## config.mk

```make
export PLATFORM = sky130hd
export DESIGN_NAME = fec_dec_pingpong_buffer
export DESIGN_NICKNAME = d
export VERILOG_FILES = /design/src/rtl/fec_dec_pingpong_buffer.sv
export SDC_FILE = /design/constraint.sdc
export NUM_CORES = 1
export LEC_CHECK = 0
export CORE_UTILIZATION = 63
export DETAILED_ROUTE_END_ITERATION = 12
export PLACE_DENSITY = 0.81
export SLEW_MARGIN = 10
export SYNTH_ARGS = -nofsm -noshare
export SYNTH_HDL_FRONTEND = slang
export SYNTH_SLANG_ARGS = --single-unit
export TNS_END_PERCENT = 5
```

## constraint.sdc

```tcl
create_clock -name clk -period 2.85 [get_ports clk]
set_input_delay 0.285 -clock clk [delete_from_list [all_inputs] [get_ports clk]]
set_output_delay 0.285 -clock clk [all_outputs]
set_load 0.02 [all_outputs]
```

## src/rtl/fec_dec_pingpong_buffer.sv

```systemverilog
// fec_dec_pingpong_buffer: two-bank frame buffer between the demodulator
// symbol stream and the FEC decoder core. One bank fills while the other
// drains, and only complete frames are released with sof/eof markers.
// Optional build macro: FEC_DEC_BUF_OVF_DROP_EN. When defined, the input is
// never backpressured; words arriving while the write bank is occupied are
// dropped and a sticky overflow flag is raised.
module fec_dec_pingpong_buffer #(
  parameter int DATA_W    = 8,
  parameter int FRAME_LEN = 64
) (
  input  logic              clk,
  input  logic              rst_n,
  input  logic [DATA_W-1:0] in_data,
  input  logic              in_valid,
  output logic              in_ready,
  output logic [DATA_W-1:0] out_data,
  output logic              out_valid,
  input  logic              out_ready,
  output logic              out_sof,
  output logic              out_eof,
  output logic [1:0]        bank_full,
  output logic              overflow
);

  localparam int ADDR_W = (FRAME_LEN > 1) ? $clog2(FRAME_LEN) : 1;
  localparam logic [ADDR_W-1:0] LAST_ADDR = ADDR_W'(FRAME_LEN - 1);

  typedef enum logic [1:0] {
    BANK_EMPTY    = 2'b00,
    BANK_FULL     = 2'b01,
    BANK_DRAINING = 2'b10
  } bank_state_e;

  bank_state_e bank_q [2];
  bank_state_e bank_d [2];

  logic              wr_bank_q, wr_bank_d;
  logic [ADDR_W-1:0] wr_addr_q, wr_addr_d;
  logic              rd_bank_q, rd_bank_d;
  logic [ADDR_W-1:0] rd_addr_q, rd_addr_d;

  logic [DATA_W-1:0] out_data_q, out_data_d;
  logic              out_valid_q, out_valid_d;
  logic              out_sof_q, out_sof_d;
  logic              out_eof_q, out_eof_d;

  logic [DATA_W-1:0] mem_q [2][FRAME_LEN];

  logic wr_bank_free;
  logic wr_accept;
  logic rd_load;

  assign wr_bank_free = (bank_q[wr_bank_q] == BANK_EMPTY);
  assign wr_accept    = in_valid & wr_bank_free;
  assign rd_load      = (!out_valid_q | out_ready) & (bank_q[rd_bank_q] != BANK_EMPTY);

  // Frame storage: plain registers, contents are only meaningful via bank state
  always_ff @(posedge clk) begin
    if (wr_accept) begin
      mem_q[wr_bank_q][wr_addr_q] <= in_data;
    end
  end

  // Next-state for bank states, pointers and the output register
  always_comb begin
    bank_d      = bank_q;
    wr_bank_d   = wr_bank_q;
    wr_addr_d   = wr_addr_q;
    rd_bank_d   = rd_bank_q;
    rd_addr_d   = rd_addr_q;
    out_data_d  = out_data_q;
    out_valid_d = out_valid_q;
    out_sof_d   = out_sof_q;
    out_eof_d   = out_eof_q;

    if (wr_accept) begin
      if (wr_addr_q == LAST_ADDR) begin
        bank_d[wr_bank_q] = BANK_FULL;
        wr_addr_d         = '0;
        wr_bank_d         = ~wr_bank_q;
      end else begin
        wr_addr_d = wr_addr_q + ADDR_W'(1);
      end
    end

    if (rd_load) begin
      out_data_d  = mem_q[rd_bank_q][rd_addr_q];
      out_sof_d   = (rd_addr_q == '0);
      out_eof_d   = (rd_addr_q == LAST_ADDR);
      out_valid_d = 1'b1;
      if (rd_addr_q == LAST_ADDR) begin
        bank_d[rd_bank_q] = BANK_EMPTY;
        rd_addr_d         = '0;
        rd_bank_d         = ~rd_bank_q;
      end else begin
        bank_d[rd_bank_q] = BANK_DRAINING;
        rd_addr_d         = rd_addr_q + ADDR_W'(1);
      end
    end else if (out_ready) begin
      out_valid_d = 1'b0;
    end
  end

  // Control and output registers; reset discards all stored and partial frames
  always_ff @(posedge clk or negedge rst_n) begin
    if (!rst_n) begin
      bank_q[0]   <= BANK_EMPTY;
      bank_q[1]   <= BANK_EMPTY;
      wr_bank_q   <= 1'b0;
      wr_addr_q   <= '0;
      rd_bank_q   <= 1'b0;
      rd_addr_q   <= '0;
      out_data_q  <= '0;
      out_valid_q <= 1'b0;
      out_sof_q   <= 1'b0;
      out_eof_q   <= 1'b0;
    end else begin
      bank_q      <= bank_d;
      wr_bank_q   <= wr_bank_d;
      wr_addr_q   <= wr_addr_d;
      rd_bank_q   <= rd_bank_d;
      rd_addr_q   <= rd_addr_d;
      out_data_q  <= out_data_d;
      out_valid_q <= out_valid_d;
      out_sof_q   <= out_sof_d;
      out_eof_q   <= out_eof_d;
    end
  end

`ifdef FEC_DEC_BUF_OVF_DROP_EN
  logic overflow_q, overflow_d;

  assign overflow_d = overflow_q | (in_valid & !wr_bank_free);

  // Sticky drop flag, cleared only by reset
  always_ff @(posedge clk or negedge rst_n) begin
    if (!rst_n) begin
      overflow_q <= 1'b0;
    end else begin
      overflow_q <= overflow_d;
    end
  end

  assign in_ready = rst_n;
  assign overflow = overflow_q;
`else
  assign in_ready = rst_n & wr_bank_free;
  assign overflow = 1'b0;
`endif

  assign out_data  = out_data_q;
  assign out_valid = out_valid_q;
  assign out_sof   = out_sof_q;
  assign out_eof   = out_eof_q;
  assign bank_full = {bank_q[1] != BANK_EMPTY, bank_q[0] != BANK_EMPTY};

endmodule
```

==> out/results.txt <==
Status: finished clean
RSZ-0062 raised after global routing: false
Syn_nets: 2051
Slew margin rel.: 0.131
Compound-Gate Fraction of Synth Area: 0.0342
Initial antenna violation count: 4
Worst Path Buf+Inv: 2
Setup WS pre-CTS: -0.329 ns
Max clock buf depth: 3
Internal: 25.9 mW
MaxCap Viol Count: 0
WHS: 0.0761 ns
Largest family of logic cells by synthesized area: multiplexers
Clock group share of total power: 0.378
Clock Sinks: 1053
Core Area: 64600 um^2
Mux cell area share after synthesis: 0.149
Max-slew violations: 0
Global-route wire length before repair: 152000 um
Tot GR Track Use: 0.319
Vias per inst: 6.97
Synthesized area per cell: 20.3 um^2
Top-area cell type share of the netlist area: 0.745
Fin util: 0.732
Final weighted congestion in routability-driven placement: 0.971
Main flop type after synthesis: edfxtp_1
Final net count: 2309
N_diodes: 0
Die Area: 66600 um^2
Yosys warning total: 0
Combinational share of power: 0.104
Vias in the first global route: 22500
GRT overflow: 0
Post-synthesis sequential area ratio: 0.762
Yosys top cell by area: edfxtp_1
Synth Area in XOR/XNOR: 0.00170
Required @ worst endpoint: 3.38 ns
Initial Util: 0.639
Switch Pwr: 8.12 mW
Via Count: 22500
Fin crit share: 0.986
Area share of fa/ha/maj cells after synthesis: 0.000909
Proportion of layout cells with a drive suffix above 1: 0.271
Slew @ Worst Pin: 1.30 ns
Seq cells post-synth: 1053
Routed WL per cell: 32.1 um
Finished Layout Cells: 3221
Switching share of power: 0.239
Num rows: 93
Largest net degree at the start of global routing: 97
CP max FO: 25
CP max-delay cell: mux4_2
PnR worst setup slack: 0.0407 ns
H-tree levels: 3
Post-synth EDFFs: 1024
Fin. Hold Viols: 0
Max VDD drop: 669 uV
Startpoint types: register
CTS Buf Count: 100
Hold Crit Class: in2reg
Setup repair bufs after CTS: 0
Die width: 258 um
Worst-path clk slew: 0.07 ns
Crit-path cells: buf_12 > buf_12 > mux4_2 > mux4_2 > a22oi_1 > a22oi_1
Crit end category: register
Fmax: 0.356 GHz
Clock latency at the later pin of the worst-skew pair: 0.67 ns
Ys async rst share: 0.0275
Leak: 15.7 nW
DPL Wire Length: 63600 um
Synthesized instance count: 2036
Netlist cell types: 63
First drt pass iteration count: 8
DIE HEIGHT: 258 um
Simple-gate share of the synthesized area: 0.0334
Min Clock Period, post-route: 2.81 ns
# IOs: 27
CTS tree: built
Layout area overhead: 14.5%
# port buffers: 25
DRT antenna net count: 0
Worst path max stage delay: 0.55 ns
Power Dens Cells: 719 nW/um^2
Reg power frac: 0.518
Worst setup path class: reg2reg
Cell area after synthesis: 41300 um^2
Fillcell total: 3491
DRC viols: 0
Final setup viols: 0
Initial drt markers: 3445
CP delay by family, top: multiplexers
Detailed Route WL: 103000 um
Data arrival, critical path: 3.34 ns
Worst clock skew: 0.0311 ns
DP Cell Count: 3046
Synth top area cells: edfxtp_1 74%, mux4_2 11%, mux2i_1 2.6%, dfrtp_1 1.8%, nor2_1 1.4%
Root Driver: clkbuf_16
-- Yosys cell counts, drive strengths merged (3+ instances only) --
cell        n
o32ai       3
nor4        5
nor2b      19
o311a       3
nand2b      6
a31oi      11
a221oi      5
ha          3
mux2i     107
a22o        4
and2        6
nand3      36
or2         4
a22oi      71
nor2      159
nor3        4
edfxtp   1024
o221ai      6
inv         4
a311oi      3
a21oi      39
nand3b      5
buf        76
mux2       16
nand2      36
dfrtp      29
nand4      11
a2111oi     5
xnor2       6
o22ai       8
o21ai      27
clkbuf     42
mux4      216
o211ai      5
nand4b      3
-- worst paths after layout --
check,slack [ns],startpoint,depth (start not counted),endpoint
max,0.04,rd_bank_q,6,out_data[4]
max reg2reg,0.04,rd_bank_q,6,out_data[4]
min reg2reg,0.51,out_sof,2,out_sof
min in group asynchronous,0.20,rst_n,3,out_data[5]
max in group asynchronous,2.30,rst_n,3,rd_addr_q[1]
min,0.08,in_data[7],1,mem_q[0][87]
-- cell type report --
class | instances | area [um^2] | area share
flip-flops and latches | 1053 | 31500 | 0.666
inverters | 5 | 18.8 | 0.000397
clock buffers | 119 | 2640 | 0.0558
repair buffers | 275 | 2470 | 0.0523
clock inverters | 55 | 480 | 0.0102
multi-input cells | 859 | 9110 | 0.193
well taps | 855 | 1070 | 0.0226
-- through the flow --
| step | TNS (ns) | instance area [um^2] | total power, mW |
|---|---|---|---|
| after floorplan | 0 | 41300 | 19.6 |
| after global placement | -0.446 | 44100 | 21.1 |
| after detailed placement | -0.720 | 44100 | 21.3 |
| after CTS | 0 | 47200 | 33.9 |
| after global routing | 0 | 47300 | 34.7 |
| final | 0 | 47300 | 34.0 |
-- sequential cells by signal, summed over array words and instances, names as in the netlist --
register,count
bank_q,4
mem_q,1024
out_data,8
out_eof,1
out_sof,1
out_valid,1
rd_addr_q,6
rd_bank_q,1
wr_addr_q,6
wr_bank_q,1
-- cell families after synthesis --
kind of cell / after synthesis
other: 1
AOI/OAI and AO/OA: 206
and+or+nand+nor: 302
xor gates and xnor gates: 8
DFF: 1053
adders and majority gates: 3
buffers and inverters: 124
muxes: 339
-- per-layer routing --
metal  track usage  part of all wire
met1         0.443              0.35
met2         0.494              0.47
met3        0.0810              0.13
met4         0.126             0.047
met5             0           0.00041
-- timing repair --
item,CTS,global route
resized for setup,6,10
hold endpoints to repair,29,0
endpoints found under the setup margin,5,7
hold buffers,1,0
-- power by group through the flow --
stage	Sequential [mW]	Clock (mW)	Combinational (mW)
2_1_floorplan	17.8	0	1.86
3_3_place_gp	17.9	0	3.24
3_5_place_dp	17.9	0	3.34
4_1_cts	17.6	12.9	3.40
5_1_grt	17.6	13.5	3.61
6_report	17.6	12.9	3.52
-- placed cells by master, fill, tap and decap left out, types with 5 or more instances in the layout --
| master | instances |
|---|---|
| edfxtp_1 | 1024 |
| buf_4 | 227 |
| mux4_2 | 208 |
| nor2_1 | 158 |
| mux2i_1 | 107 |
| clkbuf_16 | 103 |
| a22oi_1 | 70 |
| a21oi_1 | 39 |
| nand2_1 | 36 |
| nand3_1 | 36 |
| buf_12 | 29 |
| dfrtp_1 | 25 |
| o21ai_0 | 23 |
| clkinv_2 | 22 |
| clkinv_1 | 18 |
| nor2b_1 | 16 |
| mux2_2 | 16 |
| clkbuf_1 | 16 |
| clkdlybuf4s50_1 | 16 |
| nand4_1 | 11 |
| a31oi_1 | 11 |
| o22ai_1 | 8 |
| mux4_1 | 8 |
| bufinv_16 | 8 |
| nand2b_1 | 6 |
| and2_1 | 6 |
| xnor2_1 | 6 |
| o221ai_1 | 6 |
| nand3b_1 | 5 |
| a221oi_1 | 5 |
| o211ai_1 | 5 |
No activity file was read; power rests on OpenSTA's default activity.
